**src/rtl/fetch_stage.sv**
```systemverilog
// Instruction fetch stage: owns the PC, drives imem, fills IF/ID.
// Handles decode stall, redirect/flush and halt-on-opcode.
module fetch_stage #(
  parameter int unsigned       ADDR_W   = 10,
  parameter int unsigned       INSTR_W  = 16,
  parameter logic [ADDR_W-1:0] RESET_PC = '0,
  parameter logic [2:0]        HALT_OP  = 3'b111
) (
  input  logic               clk,
  input  logic               rst_n,
  output logic [ADDR_W-1:0]  imem_addr,
  input  logic [INSTR_W-1:0] imem_instr,
  input  logic               stall_i,
  input  logic               redirect_valid_i,
  input  logic [ADDR_W-1:0]  redirect_pc_i,
  output logic               if_valid_o,
  output logic [INSTR_W-1:0] if_instr_o,
  output logic [ADDR_W-1:0]  if_pc_o,
  output logic               halted_o
);

  typedef enum logic {
    RUN    = 1'b0,
    HALTED = 1'b1
  } state_t;

  state_t             r_state;
  state_t             w_state_nxt;
  logic [ADDR_W-1:0]  r_pc;
  logic [ADDR_W-1:0]  w_pc_nxt;
  logic               r_valid;
  logic               w_valid_nxt;
  logic [INSTR_W-1:0] r_instr;
  logic [INSTR_W-1:0] w_instr_nxt;
  logic [ADDR_W-1:0]  r_ifpc;
  logic [ADDR_W-1:0]  w_ifpc_nxt;
  logic               w_is_halt;

  assign w_is_halt = (imem_instr[INSTR_W-1 -: 3] == HALT_OP);

  always_ff @(posedge clk or negedge rst_n) begin
    if (!rst_n) begin
      r_state <= RUN;
      r_pc    <= RESET_PC;
      r_valid <= 1'b0;
      r_instr <= '0;
      r_ifpc  <= '0;
    end else begin
      r_state <= w_state_nxt;
      r_pc    <= w_pc_nxt;
      r_valid <= w_valid_nxt;
      r_instr <= w_instr_nxt;
      r_ifpc  <= w_ifpc_nxt;
    end
  end

  // Redirect beats stall; the memory word of a redirect cycle is dropped.
  always_comb begin
    w_state_nxt = r_state;
    w_pc_nxt    = r_pc;
    w_valid_nxt = r_valid;
    w_instr_nxt = r_instr;
    w_ifpc_nxt  = r_ifpc;
    if (redirect_valid_i) begin
      w_pc_nxt    = redirect_pc_i;
      w_valid_nxt = 1'b0;
      w_state_nxt = RUN;
    end else if (!stall_i) begin
      unique case (r_state)
        RUN: begin
          w_instr_nxt = imem_instr;
          w_ifpc_nxt  = r_pc;
          w_valid_nxt = 1'b1;
          w_pc_nxt    = r_pc + 1'b1;
          if (w_is_halt) begin
            w_state_nxt = HALTED;
          end
        end
        HALTED: begin
          w_valid_nxt = 1'b0;
        end
        default: begin
          w_state_nxt = RUN;
        end
      endcase
    end
  end

  assign imem_addr  = r_pc;
  assign if_valid_o = r_valid;
  assign if_instr_o = r_instr;
  assign if_pc_o    = r_ifpc;
  assign halted_o   = (r_state == HALTED);

endmodule

```
**config.mk**
```make
export PLATFORM = sky130hd
export DESIGN_NAME = fetch_stage
export DESIGN_NICKNAME = d
export VERILOG_FILES = /design/src/rtl/fetch_stage.sv
export SDC_FILE = /design/constraint.sdc
export NUM_CORES = 1
export LEC_CHECK = 0
export CAP_MARGIN = 40
export CELL_PAD_IN_SITES_DETAIL_PLACEMENT = 0
export CELL_PAD_IN_SITES_GLOBAL_PLACEMENT = 1
export CORE_MARGIN = 3
export CORE_UTILIZATION = 35
export CTS_CLUSTER_SIZE = 30
export DETAILED_ROUTE_END_ITERATION = 7
export GPL_TIMING_DRIVEN = 1
export HOLD_SLACK_MARGIN = 0.1
export MAX_ROUTING_LAYER = met4
export PLACE_DENSITY_LB_ADDON = 0.25
export SYNTH_ARGS = -nofsm -noshare
export SYNTH_HDL_FRONTEND = slang
export SYNTH_SLANG_ARGS = --single-unit
```
**constraint.sdc**
```tcl
create_clock -name clk -period 3.7 [get_ports clk]
set_input_delay 0.37 -clock clk [delete_from_list [all_inputs] [get_ports clk]]
set_output_delay 0.37 -clock clk [all_outputs]
set_load 0.02 [all_outputs]
```
* After elaboration in Yosys (flattened, before gate mapping)
Index checks and enable logic that the tools add are counted.
** Storage, ports and cells
- Flip-flop bits (word level) :: 38
- Bits of input ports :: 30
- Output and inout port bits :: 38
- Logic and storage cells :: 24
** Cells by class
- Add/sub/neg operators :: 1
- Equal/unequal tests :: 3
- Mux-type cells :: 10
- Bitwise operators :: 3
- Reduce and logical (&&, ||, !) cells :: 2
** Operators with widths (count)
- $mux 10 :: 3
- $add 10x1->10 const B :: 1
- $mux 1 :: 6
- $eq 3x3->1 const B :: 1
- $not 1->1 :: 3
- $reduce_and 3->1 :: 1
- $ne 2x1->1 const B :: 1
- $ne 2x2->1 const B :: 1
- $pmux 1 s2 :: 1
- $reduce_and 2->1 :: 1

* Longest topological paths before layout
Gate-level depths: netlist (run 1).
- Depth after elaboration :: 5
- Gate-level depth with buffers :: 4
- Depth with buffers taken out :: 4

* Worst setup path after synthesis (run 1)
No wires, ideal clock.
- Path kind :: register -> register
- Start point :: reg r_state (netlist: halted_o)
- End point :: reg r_pc[7] (netlist: imem_addr[7])
- Library setup time :: 0.082 ns
- Arrival time :: 1.446 ns
- Required time :: 3.618 ns
- Setup slack :: 2.172 ns
- Cell stages (with the launch flop) :: 4
- Path buffers :: 0
- Period minus slack after synthesis :: 1.528 ns
- Path through :: dfrtp_1 -> nand4bb_4 -> or4_1 -> a31oi_1
** Between the ends
- Word-level cells in the longest chain between the ends :: 2
** RTL lines
- start, declared :: line 27 : state_t r_state;
- start signal, assigned :: line 49 : r_state <= w_state_nxt;
- $ne 2x2->1 (no source line)
- $reduce_and 2->1 (no source line)
- end signal, assigned :: line 50 : r_pc <= w_pc_nxt;
- end, declared :: line 29 : logic [ADDR_W-1:0] r_pc;
No other way between the ends.
A chain may end at the register's enable or synchronous reset.

* Worst setup path in the final report (run 1)
- Start point :: in stall_i
- End point :: reg r_instr[8] (netlist: if_instr_o[8])
** Between the ends
- Word-level cells in the longest chain between the ends :: 2
** RTL lines
- start, declared :: line 13 : input logic stall_i,
- $not 1->1 (no source line)
- $reduce_and 3->1 (no source line)
- end signal, assigned :: line 52 : r_instr <= w_instr_nxt;
- end, declared :: line 33 : logic [INSTR_W-1:0] r_instr;
No other way between the ends.

==> results of run 1 <==
[routing by layer]
layer  share of wire (%)  track usage [%]
met1                  42             18.4
met2                  52             24.6
met3                 5.3             5.47
met4                 1.4             5.24
met5                   0                -
[synthesized netlist by cell type, types with 2 or more instances]
master / number / area share, %
mux2_2: 25 / 17
a21oi_1: 2 / 0.60
clkbuf_1: 2 / 0.45
nand3_1: 5 / 1.5
dfrtp_1: 38 / 57
nand2_1: 7 / 1.6
o21ai_0: 3 / 0.89
xnor2_1: 2 / 1.0
nand4_1: 4 / 1.5
nor4bb_1: 3 / 1.8
buf_4: 2 / 0.89
a31oi_1: 3 / 1.1
nor2_1: 7 / 1.6
or4_1: 2 / 0.89
inv_1: 5 / 1.1
[per-stage QoR]
step | instance area (sq um) | utilization (%)
CTS | 2490 | 55.3
global placement | 2390 | 53.1
floorplan | 1680 | -
finish | 2490 | 55.3
global route | 2490 | 55.3
detailed placement | 2390 | 53.1
[flip-flops by register name, summed over array words and instances (netlist names)]
signal      flops
halted_o        1
if_instr_o     16
imem_addr      10
if_valid_o      1
if_pc_o        10
[worst max path at each step]
stage,endpoint,slack (ns),cells after the start
detailed placement,if_instr_o[8]$_DFFE_PN0P_,1.39,4
finish,if_instr_o[8]$_DFFE_PN0P_,1.73,4
CTS,if_instr_o[8]$_DFFE_PN0P_,1.70,4
floorplan,imem_addr[7]$_DFFE_PN0P_,2.17,3
global route,if_instr_o[7]$_DFFE_PN0P_,1.61,4
global placement,if_pc_o[2]$_DFFE_PN0P_,1.47,5
[cells by family after synthesis]
family                   after synthesis
AND/OR/NAND/NOR                       35
multiplexers                          27
flip-flops                            38
buffers and inverters                 11
adder cells (fa/ha/maj)                1
XOR/XNOR                               2
AO/OA/AOI/OAI                         16
[power by group]
group / switching, mW / internal (mW) / total, mW / leakage (nW)
logic: 0.161 / 0.197 / 0.358 / 0.524
clock network: 0.141 / 0.150 / 0.291 / 0.0472
registers: 0.0500 / 0.479 / 0.529 / 0.452
[worst reg2reg max path: stages (launching register included)]
cell     delay [ns]
dfrtp_1        0.49
nor3_4         0.41
buf_4          0.34
mux2_2         0.37
[cell type report]
| class | instances | share of cell area, % |
|---|---|---|
| Tap cell | 52 | 2.61 |
| Inverter | 5 | 0.754 |
| Multi-Input combinational cell | 81 | 27.2 |
| Clock buffer | 6 | 3.32 |
| Sequential cell | 38 | 38.2 |
| Timing Repair Buffer | 69 | 27.4 |
| Clock inverter | 2 | 0.503 |
==> results.md, run 1 <==
* Status: finished, final reports clean
* Commonest non-fill, non-tap cells in the layout: 66 x clkdlybuf4s50_1, 38 x dfrtp_1, 25 x mux2_2
* Post-CTS Hold Buffers at 0
* Buffers & Inverters on Critical Path at 2
* Post-synthesis xor/xnor area fraction at 1.04%
* Netlist cell types at 35
* EDFF count, synth at 0
* WP data required at 3.87 ns
* Multiplexer share of the synthesized area at 18.0%
* Vias in the first global route at 1375
* Primary FF master, synth: dfrtp_1
* Clock Sinks at 38
* Buffers on Ports at 67
* Final setup vio count at 0
* Peak VDD IR at 0.313 mV
* FF-to-FF setup slack at 1.98 ns
* Tcrit/Tclk final at 53.2%
* CP startpoint kind: input pin
* Clock Root Buffer: clkbuf_8
* Power density cells at 473 mW/mm^2
* Post-Layout Cell Count at 253
* Worst clock skew at 0.00796 ns
* Flops & latches, synth at 38
* 1st-iter DRT viols at 63
* GRT Total Usage at 15.5%
* Nature of the critical path endpoint: flip-flop
* Core area at 0.00450 sq mm
* Largest net degree at the start of global routing at 39
* Hpwl dp at 2890 um
* Initial antenna violation count at 0
* Slew HR at 44.5%
* CP peak stage delay at 0.58 ns
* CP top delay family: buffers and inverters
* Clk buf depth at 2
* Syn Inst Count at 130
* Drt wl/cell at 15.4 um
* Total Die Area at 0.00566 sq mm
* HP Class: in -> async
* Top Ports at 68
* Die Span Y at 75.3 um
* Total power at 1.18 mW
* Setup slack after layout at 1.73 ns
* Reg clk slew, reported paths at 0.08 ns
* Max-cap violations at 0
* Least-Margin Pin Slew at 0.833 ns
* H-tree Lvls at 2
* Max-slew violations at 0
* Ant diodes at 0
* Final Wtd Congestion at 0.758
* Starting Density at 37.3%
* Synth Area in Simple Gates at 13.9%
* FF-to-FF Start: halted_o$_DFFE_PN0P_
* Compound-Gate Fraction of Synth Area at 6.63%
* Fin Hold WS at 0.182 ns
* Commonest non-fill, non-tap cell in the layout: clkdlybuf4s50_1
* Area occupied by multi-input gates at 678 sq um
* Via count at 1272
* First-pass GRT wire length at 6330 um
* Final hold viol count at 0
* Cell Area, Synth at 0.00168 sq mm
* # fillers at 391
* Via/cell ratio at 5.03
* WP data arrival at 2.14 ns
* Number of remaining DRC errors at 0
* Crit-path cells: clkdlybuf4s50_1, nor3_4, buf_4, mux2_2
* Final ANT Viol Nets at 0
* GRT overflow at 0
* Reg-to-reg endpoint: if_instr_o[8]$_DFFE_PN0P_
* Final setup TNS at 0 ns
* Crit Path Category: in -> reg
* Fmax at 508 MHz
* Num CTS Buffers at 5
* Drt first pass iters at 4
* R2R cell count at 3
* Yosys warnings at 0
* Worst Setup SP: stall_i
* Post_cts resized at 0
* Clk Latency, worst-skew pair at 0.29 ns
* WL final at 3900 um
* Leakage power at 1.02 nW
* Adder-Cell Fraction of Synth Area at 0.745%
* Combinational family with the most area after synthesis: multiplexers
* CTS tree: built
* Rows at 24
* Mapped Nets at 161
* Placed instance count at 245
* Pre-CTS WS at 1.39 ns
* FF+latch area at 951 sq um
* Die span in x at 75.3 um
* CP max stage cell: clkdlybuf4s50_1
* Period minus WS final at 1.97 ns
* Mapped Avg Cell Area at 12.9 sq um
* Async set or reset register ratio after synthesis at 100%
* Post-CTS Setup Repair Bufs at 0
* Area grow syn2layout at 48.2%
* Nets at 231
* CP max FO at 17
* Register area share after synthesis at 56.6%
* RSZ-0062 raised after global routing: no
* Share of layout cells above drive strength 1 at 19.9%
Power figures use the tool's default switching activity.
==> inputs of run 2 (changes only) <==
--- a/config.mk
+++ b/config.mk
@@ -9,7 +9,7 @@
 export CELL_PAD_IN_SITES_DETAIL_PLACEMENT = 0
 export CELL_PAD_IN_SITES_GLOBAL_PLACEMENT = 1
 export CORE_MARGIN = 3
-export CORE_UTILIZATION = 35
+export CORE_UTILIZATION = 30
 export CTS_CLUSTER_SIZE = 30
 export DETAILED_ROUTE_END_ITERATION = 7
 export GPL_TIMING_DRIVEN = 1
==> constraint.sdc (replaced) <==
create_clock -name clk -period 1.7 [get_ports clk]
set_input_delay 0.17 -clock clk [delete_from_list [all_inputs] [get_ports clk]]
set_output_delay 0.17 -clock clk [all_outputs]
set_load 0.02 [all_outputs]
==> run 2 against run 1 <==
Effect of this change:
- global-route usage down 1.5 points
- sequential cell count unchanged
- sequential share of layout area down 1.6 points
- wire length up 6.4%
- sequential power up 120%
- power up 130%
- count of clock-buffer cells in the layout up 2
- register-to-register slack worse by 1.8 ns
- final cell count up 11%
- clock power up 150%
- largest power group unchanged
==> results.md, run 2 (synthesized netlist as in run 1, its figures left out) <==
* Status: finished, final reports clean (unchanged)
* Initial antenna violation count at 0 (unchanged)
* Clock Sinks at 38 (unchanged)
* CP peak stage delay at 0.66 ns (was 0.58 ns)
* Die span in x at 80.8 um (was 75.3 um)
* Least-Margin Pin Slew at 0.485 ns (was 0.833 ns)
* Clk Latency, worst-skew pair at 0.28 ns (was 0.29 ns)
* GRT Total Usage at 14.0% (was 15.5%)
* First-pass GRT wire length at 6740 um (was 6330 um)
* Buffers on Ports at 67 (unchanged)
* Fmax at 632 MHz
* Drt wl/cell at 14.8 um (was 15.4 um)
* Final ANT Viol Nets at 0 (unchanged)
* H-tree Lvls at 2 (unchanged)
* Num CTS Buffers at 5 (unchanged)
* Buffers & Inverters on Critical Path at 1 (was 2)
* Reg clk slew, reported paths at 0.07 ns (was 0.08 ns)
* 1st-iter DRT viols at 90 (was 63)
* Total Die Area at 0.00653 sq mm (was 0.00566 sq mm)
* Vias in the first global route at 1348 (was 1375)
* Top Ports at 68 (unchanged)
* Slew HR at 67.6% (was 44.5%)
* Die Span Y at 80.8 um (was 75.3 um)
* Final setup vio count at 0 (unchanged)
* Commonest non-fill, non-tap cells in the layout: 65 x clkdlybuf4s50_1, 35 x dfrtp_1, 25 x mux2_2 (was 66 x clkdlybuf4s50_1, 38 x dfrtp_1, 25 x mux2_2)
* Largest net degree at the start of global routing at 39 (unchanged)
* WL final at 4150 um (was 3900 um)
* Worst clock skew at 0.00259 ns (was 0.00796 ns)
* Max-cap violations at 0 (unchanged)
* Leakage power at 1.09 nW (was 1.02 nW)
* CTS tree: built (unchanged)
* Power density cells at 1020 mW/mm^2 (was 473 mW/mm^2)
* WP data arrival at 1.41 ns (was 2.14 ns)
* Pre-CTS WS at -0.0860 ns (was 1.39 ns)
* Share of layout cells above drive strength 1 at 24.6% (was 19.9%)
* Nets at 241 (was 231)
* RSZ-0062 raised after global routing: no (unchanged)
* CP max stage cell: clkdlybuf4s50_1 (unchanged)
* Via/cell ratio at 4.65 (was 5.03)
* CP max FO at 6 (was 17)
* Setup slack after layout at 0.118 ns (was 1.73 ns)
* Crit Path Category: reg -> out (was in -> reg)
* Final Wtd Congestion at 0.828 (was 0.758)
* Max-slew violations at 0 (unchanged)
* Final hold viol count at 0 (unchanged)
* Clock Root Buffer: clkbuf_8 (unchanged)
* Commonest non-fill, non-tap cell in the layout: clkdlybuf4s50_1 (unchanged)
* Core area at 0.00527 sq mm (was 0.00450 sq mm)
* Starting Density at 31.9% (was 37.3%)
* Peak VDD IR at 0.476 mV (was 0.313 mV)
* Rows at 26 (was 24)
* HP Class: in -> reg (was in -> async)
* GRT overflow at 0 (unchanged)
* CP startpoint kind: flip-flop (was input pin)
* Via count at 1307 (was 1272)
* WP data required at 1.53 ns (was 3.87 ns)
* Ant diodes at 0 (unchanged)
* Clk buf depth at 2 (unchanged)
* Post-CTS Setup Repair Bufs at 0 (unchanged)
* Hpwl dp at 3070 um (was 2890 um)
* Area grow syn2layout at 55.4% (was 48.2%)
* Tcrit/Tclk final at 93.0%
* Drt first pass iters at 4 (unchanged)
* Number of remaining DRC errors at 0 (unchanged)
* Max FFs per register at 16 (unchanged)
* CP top delay family: buffers and inverters (unchanged)
* Period minus WS final at 1.58 ns
* Total power at 2.67 mW (was 1.18 mW)
* Nature of the critical path endpoint: output pin (was flip-flop)
* Crit-path cells: clkdlybuf4s50_1 (was clkdlybuf4s50_1, nor3_4, buf_4, mux2_2)
-- run 2: changes by cell type in the layout (fill, tap and decap cells not counted), sizes merged --
cell / previous run / this run
dlygate4sd3: 0 / 1
dlymetal6s2s: 0 / 1
buf: 3 / 12
clkdlybuf4s50: 66 / 65
clkinvlp: 1 / 0
clkinv: 1 / 0
clkbuf: 6 / 8
-- run 2: cell type report --
class                      count  area (sq um)
timing repair buffer          79           761
clock buffer                   8           110
sequential                    38           955
multi-input combinational     81           678
inverter                       5          18.8
fill                         489          2660
tap                           70          87.6
-- run 2: path summary, 6_finish.rpt --
check / start / endpoint / slack, ns / depth (start not counted)
setup / recovery: imem_addr[1]$_DFFE_PN0P_ / imem_addr[1] / 0.12 / 1
hold / removal: redirect_pc_i[4] / imem_addr[4]$_DFFE_PN0P_ / 0.44 / 3
setup reg to reg: halted_o$_DFFE_PN0P_ / imem_addr[7]$_DFFE_PN0P_ / 0.22 / 3
hold reg to reg: if_instr_o[11]$_DFFE_PN0P_ / if_instr_o[11]$_DFFE_PN0P_ / 0.49 / 1
max in group asynchronous: rst_n / imem_addr[3]$_DFFE_PN0P_ / 0.87 / 3
min in group asynchronous: rst_n / if_pc_o[1]$_DFFE_PN0P_ / 0.46 / 3
-- run 2: metrics by stage --
step	TNS, ns	area (sq um)	util [%]	std cells	hold slack [ns]
after floorplan	0	1680	-	130	-0.126
after global placement	-0.0486	2480	47.1	272	0.244
after detailed placement	-0.723	2480	47.1	272	0.260
after CTS	0	2600	49.4	281	0.430
after global routing	0	2610	49.5	281	0.438
final	0	2610	49.5	281	0.442
-- run 2: repair_timing --
item                       4_1_cts  5_1_grt
gates resized for setup          0        4
hold buffers                     1        0
hold endpoints to repair        38        0
setup endpoints to repair        0        4
-- run 2: layer usage --
layer  track usage (%)  up-vias  wire [um]
met2              22.7       42       2140
met3              3.99        2        244
met1              16.3      629       1730
li1                  -      634          -
met4              5.57        0         36
met5                 -        -          0
-- run 2: power breakdown --
group | internal [mW] | switching, mW
clock network | 0.409 | 0.305
logic | 0.446 | 0.358
registers | 1.04 | 0.105
==> inputs of run 3 (changes only) <==
--- a/config.mk
+++ b/config.mk
@@ -5,7 +5,7 @@
 export SDC_FILE = /design/constraint.sdc
 export NUM_CORES = 1
 export LEC_CHECK = 0
-export CAP_MARGIN = 40
+export CAP_MARGIN = 10
 export CELL_PAD_IN_SITES_DETAIL_PLACEMENT = 0
 export CELL_PAD_IN_SITES_GLOBAL_PLACEMENT = 1
 export CORE_MARGIN = 3
==> results of run 3 <==
Final layout, timing and power as in run 2 (identical DEF).
